### src/rtl/ps2_rx.sv
// PS/2 device-to-host receiver: synchronizer, frame FSM with timeout, FWFT byte FIFO.
// Optional macro PS2_GLITCH_FILTER_EN adds a run-length glitch filter on ps2_clk.
module ps2_rx #(
  parameter int CLK_HZ     = 100_000_000,
  parameter int TIMEOUT_US = 200,
  parameter int FIFO_DEPTH = 8,
  parameter int FILTER_LEN = 8
) (
  input  logic                          clk,
  input  logic                          rst_n,
  input  logic                          ps2_clk,
  input  logic                          ps2_data,
  output logic [7:0]                    rx_data,
  output logic                          rx_valid,
  input  logic                          rx_ready,
  output logic [$clog2(FIFO_DEPTH):0]   fifo_count,
  output logic                          parity_err,
  output logic                          frame_err,
  output logic                          overflow
);

  localparam int TIMEOUT_CYCLES = CLK_HZ / 1_000_000 * TIMEOUT_US;
  localparam int TW = $clog2(TIMEOUT_CYCLES + 1);
  localparam int AW = $clog2(FIFO_DEPTH);
  localparam int CW = AW + 1;

  typedef enum logic [1:0] {IDLE, DATA, PARITY, STOP} state_t;

  logic [1:0] clk_sync;
  logic [1:0] data_sync;
  logic       filtered;
  logic       prev_filt;
  logic       fall;
  logic       data_bit;

  always_ff @(posedge clk or negedge rst_n) begin
    if (!rst_n) begin
      clk_sync  <= '0;
      data_sync <= '0;
    end else begin
      clk_sync  <= {clk_sync[0], ps2_clk};
      data_sync <= {data_sync[0], ps2_data};
    end
  end

`ifdef PS2_GLITCH_FILTER_EN
  localparam int RW = $clog2(FILTER_LEN + 1);
  logic [RW-1:0] run_cnt;
  logic          filt;

  // The level only flips after FILTER_LEN consecutive disagreeing samples.
  always_ff @(posedge clk or negedge rst_n) begin
    if (!rst_n) begin
      filt    <= 1'b0;
      run_cnt <= '0;
    end else if (clk_sync[1] == filt) begin
      run_cnt <= '0;
    end else if (run_cnt == RW'(FILTER_LEN - 1)) begin
      filt    <= clk_sync[1];
      run_cnt <= '0;
    end else begin
      run_cnt <= run_cnt + 1'b1;
    end
  end
  assign filtered = filt;
`else
  assign filtered = clk_sync[1];
`endif

  always_ff @(posedge clk or negedge rst_n) begin
    if (!rst_n) prev_filt <= 1'b0;
    else        prev_filt <= filtered;
  end

  assign fall     = prev_filt & ~filtered;
  assign data_bit = data_sync[1];

  state_t        state;
  logic [2:0]    bit_cnt;
  logic [7:0]    shreg;
  logic          par_ok;
  logic [TW-1:0] to_cnt;
  logic          push_req;

  always_ff @(posedge clk or negedge rst_n) begin
    if (!rst_n) begin
      state      <= IDLE;
      bit_cnt    <= '0;
      shreg      <= '0;
      par_ok     <= 1'b0;
      to_cnt     <= '0;
      parity_err <= 1'b0;
      frame_err  <= 1'b0;
    end else begin
      parity_err <= 1'b0;
      frame_err  <= 1'b0;
      if (fall || state == IDLE) to_cnt <= '0;
      else                       to_cnt <= to_cnt + 1'b1;

      if (fall) begin
        case (state)
          IDLE: begin
            if (!data_bit) begin
              state   <= DATA;
              bit_cnt <= '0;
            end
          end
          DATA: begin
            shreg <= {data_bit, shreg[7:1]};
            if (bit_cnt == 3'd7) state <= PARITY;
            else                 bit_cnt <= bit_cnt + 1'b1;
          end
          PARITY: begin
            par_ok <= ^{shreg, data_bit};
            state  <= STOP;
          end
          STOP: begin
            state <= IDLE;
            if (!data_bit)   frame_err  <= 1'b1;
            else if (!par_ok) parity_err <= 1'b1;
          end
          default: state <= IDLE;
        endcase
      end else if (state != IDLE && to_cnt == TW'(TIMEOUT_CYCLES - 1)) begin
        // Stalled frame: abandon it and resynchronise on the next start bit.
        state     <= IDLE;
        frame_err <= 1'b1;
        to_cnt    <= '0;
      end
    end
  end

  assign push_req = fall && (state == STOP) && data_bit && par_ok;

  logic [7:0]    mem [FIFO_DEPTH];
  logic [AW-1:0] wr_ptr;
  logic [AW-1:0] rd_ptr;
  logic [CW-1:0] count;
  logic          pop;
  logic          full;
  logic          wr_en;

  assign rx_valid   = (count != '0);
  assign full       = (count == CW'(FIFO_DEPTH));
  assign pop        = rx_valid && rx_ready;
  // A full FIFO still accepts a byte when the head is leaving this cycle.
  assign wr_en      = push_req && (!full || pop);
  assign rx_data    = mem[rd_ptr];
  assign fifo_count = count;

  always_ff @(posedge clk or negedge rst_n) begin
    if (!rst_n) begin
      for (int i = 0; i < FIFO_DEPTH; i++) mem[i] <= '0;
      wr_ptr   <= '0;
      rd_ptr   <= '0;
      count    <= '0;
      overflow <= 1'b0;
    end else begin
      overflow <= push_req && full && !pop;
      if (wr_en) begin
        mem[wr_ptr] <= shreg;
        wr_ptr      <= wr_ptr + 1'b1;
      end
      if (pop) rd_ptr <= rd_ptr + 1'b1;
      if (wr_en && !pop)      count <= count + 1'b1;
      else if (!wr_en && pop) count <= count - 1'b1;
    end
  end

endmodule

### config.mk
export PLATFORM = sky130hd
export DESIGN_NAME = ps2_rx
export DESIGN_NICKNAME = d
export VERILOG_FILES = /design/src/rtl/ps2_rx.sv
export SDC_FILE = /design/constraint.sdc
export NUM_CORES = 1
export LEC_CHECK = 0
export ABC_AREA = 1
export BUFFER_PORTS_ARGS = -buffer_cell sky130_fd_sc_hd__buf_2
export CORE_AREA = 2 2 87 123
export CTS_CLUSTER_SIZE = 25
export DETAILED_ROUTE_END_ITERATION = 10
export DIE_AREA = 0 0 89 125
export GPL_TIMING_DRIVEN = 0
export PLACE_DENSITY = 0.76
export REMOVE_ABC_BUFFERS = 1
export SLEW_MARGIN = 10
export SYNTH_ARGS = -nofsm -noshare
export SYNTH_HDL_FRONTEND = slang
export SYNTH_SLANG_ARGS = --single-unit
### constraint.sdc
create_clock -name clk -period 2.68 [get_ports clk]
set_input_delay 0.536 -clock clk [delete_from_list [all_inputs] [get_ports clk]]
set_output_delay 0.536 -clock clk [all_outputs]
set_load 0.05 [all_outputs]
==> results of run 1 <==
final cells by class:
class | instances | area, um^2
Fill cell | 914 | 3650
Sequential cell | 111 | 2780
Multi-Input combinational cell | 531 | 2740
Timing Repair Buffer | 38 | 299
Clock buffer | 14 | 284
Inverter | 48 | 186
Tap cell | 138 | 173
Clock inverter | 2 | 12.5
Timing Repair inverter | 1 | 7.51
registers in the layout (all words and copies together), names as in the netlist, 2 cells and up:
signal,cells
fifo_count,4
wr_ptr,3
data_sync,2
clk_sync,2
shreg,8
bit_cnt,3
mem,64
state,2
rd_ptr,3
to_cnt,15
synthesized netlist by cell type (all sizes together):
master  count  area (um^2)
a21oi      19         95.1
o21ai      47          235
nand2     229          870
mux2        1         11.3
clkbuf     16          110
clkinv      4         15.0
nand3      35          275
xnor2       3         26.3
ha         12          150
nor4        3         33.8
nor3b       3         22.5
nor2       80          320
xor2        8         70.1
buf        19          125
nor3        7         35.0
nand4      72          450
inv        44          165
a31oi       8         50.1
o211ai      1         7.51
dfrtp     111         2780
fa          1         20.0
o21bai      1         7.51
worst min-delay path by stage:
stage | start | end | slack [ps] | depth (start not counted)
2_1_floorplan | rst_n | bit_cnt[0] | 240 | 0
3_3_place_gp | data_sync[0] | data_sync[1] | 330 | 0
3_5_place_dp | data_sync[0] | data_sync[1] | 340 | 0
4_1_cts | rst_n | overflow | 70 | 1
5_1_grt | rst_n | overflow | 70 | 1
6_report | rst_n | mem[58] | 50 | 1
layer usage:
metal	vias up	global-route usage [%]	share of wire (%)
met2	174	46.5	53
met3	35	4.16	4.8
met1	2415	34.2	39
met4	0	12.3	3.3
li1	2450	-	-
met5	-	0	0
worst max-delay path, delay by kind of cell (launching register included):
family,cells,cell delay [ps]
buffers and inverters,2,200
flip-flops,1,440
adder cells (fa/ha/maj),2,420
AND/OR/NAND/NOR,6,980
AO/OA/AOI/OAI,3,390
metrics by stage:
step,setup slack [ps],cells,setup TNS [ps],cell area (um^2),util (%)
floorplan,-1670,689,-55350,5640,-
global placement,-2480,847,-144810,5910,58.3
detailed placement,-689,854,-6040,6040,59.6
CTS,4.03,880,0,6450,63.6
global route,-6.19,883,-6.19,6480,64.0
finish,117,883,0,6480,64.0
power by group:
group | internal (mW) | switching, mW | total (mW)
sequential | 1.82 | 0.407 | 2.22
combinational | 0.652 | 1.51 | 2.16
clock | 0.732 | 0.598 | 1.33
what timing repair did:
item | CTS | global route
pin swaps | 2 | 2
cloned | 2 | 0
setup buffers | 8 | 4
endpoints found under the setup margin | 11 | 5
resized for setup | 11 | 6
kinds of logic (layout without fill, tap and decap cells):
group,after synthesis,count (layout)
muxes,1,1
buffers and inverters,83,103
adders and majority gates,13,13
DFF,111,111
xor gates and xnor gates,11,11
AOI/OAI and AO/OA,76,76
and+or+nand+nor,429,430
==> impl_metrics.csv, run 1 <==
group,metric,value,unit
outcome,status,"completed",
finish,final_common_cell,"nand2_1",
timing,post-route-min-period,2560,ps
power_and_ir_drop,irDropWorstVdd,0.467,mV
timing,fmax,390,MHz
setup_path,crit_end,"fifo_count[3]",
yosys,seq_area_frac_synth,47.3,%
global_routing,antenna_found_initial,0,
clock_tree,clk_pin_slew,70,ps
yosys,ys_ff_latch,111,
clock_tree,cts_tree,"yes",
yosys,synth_xor_area_share,1.64,%
timing,layout_worst_path_cycle_share,95.6,%
timing,slew_violations,0,
yosys,synth_compound_area_share,6.73,%
route,wl_per_cell,16.4,um
setup_path,crit_slowest_cell,"dfrtp_1",
setup_path,crit_chain,"nor2_2 -> nand3_4 -> nand2_4 -> inv_2 -> ha_1 -> inv_2 -> ha_4 -> a21oi_2 -> nand2_2 -> a21oi_2 -> o21ai_0 -> nand2_1 -> nand2_1",
yosys,synth_mux_area_share,0.192,%
placement,portBuffers,20,
yosys,synthAdderAreaFrac,2.90,%
route,ant_nets,0,
clock_tree,cts_buffers,9,
setup_path,crit_fanout,13,
hold_path,worst_hold_path_type,"primary input to asynchronous set/reset pin",
setup_path,worstSetupStartpoint,"fifo_count[1]",
yosys,syn_area_per_cell,8.11,um^2
finish,final_cell_mix,"nand2_1, dfrtp_1, nand4_1, nor2_1, o21ai_0",
timing,setup_viol,0,
yosys,synth_cell_types,33,
setup_path,r2r.worst_path.cells,13,
global_routing,grt_max_degree,81,
floorplan,die_h,125,um
setup_path,worstPathArrival,2800,ps
clock_tree,cts_hold_buf,0,
global_routing,grt.total_usage,27.5,%
power_and_ir_drop,p_leak,3.19,nW
floorplan,ios,21,
floorplan,start_util,58.0,%
setup_path,r2r_slack,120,ps
finish,insertedDiodeCount,0,
job,cap_violations,0,
timing,tightest_slew,654,ps
route,first_pass_iters,8,
setup_path,required,2910,ps
finish,syn_to_final_growth,10.3,%
global_routing,grt_pass1_vias,4841,
route,drc,0,
yosys,synth.yosys.warnings,0,
finish,drive_gt1_share,11.9,%
clock_tree,cts-root-buf,"clkbuf_16",
clock_tree,h-tree-depth,3,
setup_path,r2r_end,"fifo_count[3]",
timing,hold_ws,53.3,ps
yosys,syn_inst,724,
setup_path,end_kind,"flop",
route,vias,5074,
yosys,synth-simple-area-share,34.2,%
setup_path,crit_type,"flop to flop",
route,drt_iter0_drc,286,
floorplan,dieArea,0.0111,mm^2
clock_tree,cts_sinks,111,
timing,clock_skew,8.73,ps
setup_path,max_stage_delay,440,ps
timing,slew_headroom,56.4,%
floorplan,num_rows,44,
setup_path,startpoint_type,"flop",
floorplan,coreArea,0.0101,mm^2
placement,gp_congestion,0.931,
timing,finalHoldViolCount,0,
setup_path,r2r_start,"fifo_count[1]",
route,viasPerCell,5.75,
global_routing,grt_pass1_wl,23900,um
clock_tree,insertion_delay,350,ps
power_and_ir_drop,p_per_area,882,mW/mm^2
global_routing,overflow,0,
floorplan,die_w,89,um
yosys,synth_area,0.00587,mm^2
route,wirelength,14400,um
yosys,synth_top_family_by_area,"simple AND/OR/NAND/NOR gates",
power_and_ir_drop,fin_total_pwr,5.72,mW
clock_tree,cts_buffer_depth,2,
finish,final_nets,758,
placement,dpl.hpwl,9230,um
No activity file was read; power rests on OpenSTA's default activity.
==> inputs of run 2 (changes only) <==
==> constraint.sdc (replaced) <==
create_clock -name clk -period 2.4 [get_ports clk]
set_input_delay 0.48 -clock clk [delete_from_list [all_inputs] [get_ports clk]]
set_output_delay 0.48 -clock clk [all_outputs]
set_load 0.05 [all_outputs]
==> run 2 against run 1 <==
Net effect: the flow now finishes with violations (negative hold slack); clock power is 11% higher; flip-flop and latch count stayed put; core utilization is 0.94 points higher; critical path depth is 6 lower; largest cell class unchanged.
==> impl_metrics.csv, run 2 (synthesized netlist as in run 1, its figures left out) <==
group,metric,value,unit
placement,portBuffers,20,
clock_tree,h-tree-depth,3,
job,cap_violations,0,
setup_path,crit_slowest_cell,"dfrtp_4",
route,vias,5078,
finish,drive_gt1_share,13.1,%
floorplan,start_util,58.0,%
timing,fmax,420,MHz
setup_path,end_kind,"output pin",
route,wirelength,14600,um
placement,gp_congestion,0.931,
setup_path,path_buf_inv,3,
clock_tree,clk_pin_slew,70,ps
power_and_ir_drop,p_leak,3.21,nW
timing,clock_skew,7.98,ps
setup_path,crit_fanout,7,
timing,slew_headroom,58.9,%
placement,dpl-instance-area,0.00604,mm^2
route,first_pass_iters,5,
timing,hold_ws,-2.08,ps
setup_path,worstSetupStartpoint,"rd_ptr[0]",
setup_path,worstPathArrival,1900,ps
finish,largest_reg_flops,64,
finish,post-route-cell-area,0.00658,mm^2
setup_path,critical_path_cell_count,7,
floorplan,dieArea,0.0111,mm^2
route,viasPerCell,5.72,
route,drt_iter0_drc,361,
floorplan,die_h,125,um
route,ant_nets,0,
setup_path,crit_type,"flop to output pin",
route,drc,0,
clock_tree,cts-root-buf,"clkbuf_16",
timing,setup_viol,0,
setup_path,crit_chain,"clkinvlp_4 -> buf_4 -> nand2_1 -> nand2_1 -> a21oi_1 -> a31oi_1 -> buf_4",
route,wl_per_cell,16.5,um
global_routing,antenna_found_initial,0,
global_routing,grt.total_usage,27.8,%
setup_path,r2r.worst_path.cells,15,
setup_path,startpoint_type,"flop",
outcome,status,"complete, but fails checks",
clock_tree,cts_sinks,111,
setup_path,r2r_start,"state[1]",
setup_path,max_stage_delay,550,ps
setup_path,required,1920,ps
clock_tree,insertion_delay,350,ps
clock_tree,cts_tree,"yes",
floorplan,ios,21,
finish,insertedDiodeCount,0,
outcome,failed_checks,"negative hold slack",
global_routing,overflow,0,
setup_path,r2r_end,"fifo_count[3]",
global_routing,grt_max_degree,81,
placement,dpl.hpwl,9230,um
timing,layout_worst_path_cycle_share,99.1,%
floorplan,die_w,89,um
timing,rsz0062_at_grt,"true",
global_routing,grt_pass1_wl,24000,um
floorplan,coreArea,0.0101,mm^2
finish,reg_top3,"mem x64, to_cnt x15, shreg x8",
clock_tree,cts_buffers,9,
finish,syn_to_final_growth,12.0,%
power_and_ir_drop,p_per_area,995,mW/mm^2
hold_path,worst_hold_path_type,"primary input to asynchronous set/reset pin",
timing,slew_violations,0,
setup_path,r2r_slack,90,ps
setup_path,critical_path.top_delay_family,"flip-flops",
timing,tightest_slew,617,ps
power_and_ir_drop,irDropWorstVdd,0.479,mV
timing,finalHoldViolCount,4,
finish,final_common_cell,"nand2_1",
finish,regMostFlops,"mem",
timing,post-route-min-period,2380,ps
finish,final_nets,763,
floorplan,num_rows,44,
clock_tree,cts_buffer_depth,2,
global_routing,grt_pass1_vias,4897,
finish,final_cell_mix,"nand2_1, dfrtp_1, nand4_1, nor2_1, inv_1",
run 2: changes by cell type in the layout (fill, tap and decap cells not counted), sizes merged:
cell / previous run / this run
clkbuf: 15 / 14
buf: 37 / 42
clkinv: 4 / 5
clkinvlp: 3 / 4
inv: 44 / 43
run 2: per-layer routing:
layer  wire length, um  part of all wire, %  vias up  GRT usage [%]
met1              5530                   38     2382           33.9
li1                  -                    -     2463              -
met2              7690                   52      190           46.3
met5                 0                    0        -              0
met3               776                  5.3       43           4.29
met4               655                  4.5        0           14.8
run 2: worst max path at each step:
stage,endpoint,slack (ps)
global placement,fifo_count[3],-2760
finish,rx_data[1],20
CTS,fifo_count[3],9
floorplan,fifo_count[3],-1950
detailed placement,fifo_count[3],-950
global route,rx_data[7],-40
run 2: cell type report:
type                            count  area (um^2)
Fill cell                         886         3550
Sequential cell                   111         2790
Clock buffer                       14          284
Multi-Input combinational cell    531         2760
Timing Repair inverter              2         12.5
Inverter                           48          194
Clock inverter                      2         12.5
Tap cell                          138          173
Timing Repair Buffer               42          359
run 2: repair_timing:
item                                   4_1_cts  5_1_grt
cloned                                       2        1
pin swaps                                    5        4
endpoints found under the hold margin        0        0
resized for setup                           26       17
setup buffers                               13        4
hold buffers                                 0        0
setup endpoints to repair                   13       33
run 2: power breakdown:
part / internal, mW / total (mW) / switching (mW)
Combinational: 0.848 / 2.60 / 1.75
Sequential: 2.04 / 2.46 / 0.423
Clock: 0.818 / 1.48 / 0.663
Total: 3.70 / 6.54 / 2.84
run 2: through the flow:
stage	total power, mW	instances	setup WS, ps	setup TNS (ps)	util, %
after floorplan	3.91	689	-1950	-77300	-
after global placement	4.54	847	-2760	-191620	58.3
after detailed placement	4.63	854	-954	-8840	59.6
after CTS	6.38	884	8.52	0	64.3
after global routing	6.89	888	-44.9	-125	64.9
final	6.54	888	20.6	0	64.9
==> inputs of run 3 (changes only) <==
--- a/config.mk
+++ b/config.mk
@@ -13,6 +13,7 @@
 export DIE_AREA = 0 0 89 125
 export GPL_TIMING_DRIVEN = 0
 export PLACE_DENSITY = 0.76
+export RECOVER_POWER = 50
 export REMOVE_ABC_BUFFERS = 1
 export SLEW_MARGIN = 10
 export SYNTH_ARGS = -nofsm -noshare
==> run 3 against run 2 <==
Net effect: the run ends with max-capacitance violations, max-slew violations left; critical path depth did not move; cell area fell by 0.11%; register-to-register slack barely moved; maximum frequency fell by 0.27%; combinational power barely moved; count of clock-buffer cells in the layout did not move; via count barely moved; largest power group unchanged; die area did not move; sequential share of layout area barely moved; first-iteration DRC count did not move; clock power barely moved; non-clock buffer count did not move.
==> impl_metrics.csv, run 3 (synthesized netlist as in run 1, its figures left out) <==
group,metric,value,unit
route,first_pass_iters,5,
power_and_ir_drop,power_frac_seq,37.6,%
floorplan,dieArea,0.0111,mm^2
hold_path,hold_path.startpoint,"ps2_data",
clock_tree,insertion_delay,350,ps
hold_path,worst_hold_path_type,"primary input to flop",
clock_tree,cts_sinks,111,
clock_tree,cts_tree,"yes",
setup_path,startpoint_type,"flop",
clock_tree,h-tree-depth,3,
global_routing,grt.total_usage,27.8,%
timing,hold_ws,233,ps
floorplan,num_rows,44,
route,wirelength,14700,um
setup_path,r2r.worst_path.cells,15,
clock_tree,cts-root-buf,"clkbuf_16",
timing,post-route-min-period,2390,ps
finish,post-route-cell-area,0.00657,mm^2
power_and_ir_drop,p_per_area,997,mW/mm^2
clock_tree,cts_hold_buf,0,
finish,final_nets,763,
clock_tree,cts_buffers,9,
setup_path,worstPathArrival,1910,ps
global_routing,overflow,0,
power_and_ir_drop,fin_total_pwr,6.54,mW
route,vias,5077,
job,cap_violations,1,
floorplan,coreArea,0.0101,mm^2
setup_path,worstSetupStartpoint,"rd_ptr[0]",
placement,portBuffers,20,
power_and_ir_drop,irDropWorstVdd,0.478,mV
timing,clock_skew,11.1,ps
outcome,failed_checks,"max-capacitance violations, max-slew violations",
power_and_ir_drop,p_leak,3.21,nW
setup_path,crit_type,"flop to output pin",
finish,fillCellCount,886,
setup_path,crit_slowest_cell,"dfrtp_4",
setup_path,path_buf_inv,3,
setup_path,crit_chain,"clkinvlp_4 -> buf_4 -> nand2_1 -> nand2_1 -> a21oi_1 -> a31oi_1 -> buf_4",
outcome,status,"complete, but fails checks",
power_and_ir_drop,switching_share,43.5,%
finish,final_cell_mix,"nand2_1, dfrtp_1, nand4_1, nor2_1, inv_1",
power_and_ir_drop,clockPowerShare,22.7,%
timing,setup_viol,0,
timing,slew_headroom,-19.3,%
global_routing,grt_max_degree,81,
floorplan,die_w,89,um
setup_path,critical_path_cell_count,7,
timing,layout_worst_path_cycle_share,99.4,%
clock_tree,cts_buffer_depth,2,
timing,fin_ws,14.3,ps
setup_path,end_kind,"output pin",
placement,dpl-instance-area,0.00604,mm^2
setup_path,crit_end,"rx_data[1]",
timing,finalHoldViolCount,0,
setup_path,r2r_end,"fifo_count[3]",
floorplan,die_h,125,um
setup_path,crit_fanout,7,
finish,post-route-util,64.8,%
floorplan,start_util,58.0,%
finish,insertedDiodeCount,0,
finish,largest_reg_flops,64,
setup_path,max_stage_delay,550,ps
power_and_ir_drop,p_int,3.70,mW
placement,dpl.hpwl,9230,um
setup_path,critical_path.top_delay_family,"buffers and inverters",
finish,regMostFlops,"mem",
global_routing,grt_pass1_vias,4897,
timing,tightest_slew,1790,ps
timing,slew_violations,32,
setup_path,r2r_start,"state[1]",
finish,final_common_cell,"nand2_1",
power_and_ir_drop,p_comb_share,39.8,%
global_routing,grt_pass1_wl,24000,um
setup_path,r2r_slack,80,ps
power_and_ir_drop,p_sw,2.85,mW
finish,syn_to_final_growth,11.8,%
timing,rsz0062_at_grt,"true",
route,wl_per_cell,16.5,um
floorplan,ios,21,
timing,fmax,419,MHz
route,drc,0,
global_routing,antenna_found_initial,0,
setup_path,required,1920,ps
finish,drive_gt1_share,12.9,%
route,viasPerCell,5.72,
clock_tree,clk_pin_slew,70,ps
route,drt_iter0_drc,361,
placement,dp_slack,-954,ps
route,ant_nets,0,
placement,gp_congestion,0.931,
finish,reg_top3,"mem x64, to_cnt x15, shreg x8",
-- run 3: timing repair --
item | CTS | global route
gates cloned | 2 | 1
setup endpoints to repair | 13 | 33
endpoints found under the hold margin | 0 | 0
resized for setup | 26 | 17
pin swaps | 5 | 4
setup buffers | 13 | 4
-- run 3: worst min-delay path by stage --
stage / to / cells after the start / slack, ps
final: data_sync[0] / 1 / 230
after global routing: data_sync[0] / 1 / 230
after CTS: overflow / 1 / 10
after detailed placement: data_sync[1] / 0 / 340
after global placement: data_sync[1] / 0 / 330
after floorplan: bit_cnt[0] / 0 / 180
-- run 3: stage by stage --
| stage | std cells | TNS, ps |
|---|---|---|
| 4_1_cts | 884 | 0 |
| 6_report | 888 | 0 |
| 3_5_place_dp | 854 | -8840 |
| 5_1_grt | 888 | -125 |
| 2_1_floorplan | 689 | -77300 |
| 3_3_place_gp | 847 | -191620 |
-- run 3: final cells by class --
cell class	count	area, um^2	area share (%)
inverters	48	194	2.95
clock buffers	14	284	4.32
clock inverters	2	12.5	0.191
repair buffers	42	352	5.35
flip-flops and latches	111	2790	42.4
multi-input cells	531	2760	42.0
repair inverters	2	12.5	0.191
well taps	138	173	2.63
-- run 3: worst register-to-register path, stage by stage, from the launching register on --
cell,delay [ps]
dfrtp_1,370
ha_2,180
inv_1,70
nor4_4,300
buf_8,160
nand2_4,70
inv_4,80
ha_4,140
inv_4,50
ha_4,230
a21oi_2,140
nand2_2,80
a21oi_2,140
o21ai_1,80
nand2_1,60
nand2_1,60
-- run 3: routing by layer --
| layer | track usage (%) | vias to the layer above | routed length (um) |
|---|---|---|---|
| met4 | 14.8 | 0 | 659 |
| met1 | 33.9 | 2388 | 5600 |
| met5 | 0 | - | 0 |
| met2 | 46.3 | 179 | 7710 |
| met3 | 4.29 | 45 | 712 |
| li1 | - | 2465 | - |
-- run 3: power groups by stage --
stage	combinational (mW)	sequential [mW]	clock [mW]
2_1_floorplan	1.46	2.46	0
3_3_place_gp	2.03	2.51	0
3_5_place_dp	2.10	2.53	0
4_1_cts	2.42	2.46	1.50
5_1_grt	2.83	2.47	1.58
6_report	2.60	2.46	1.48
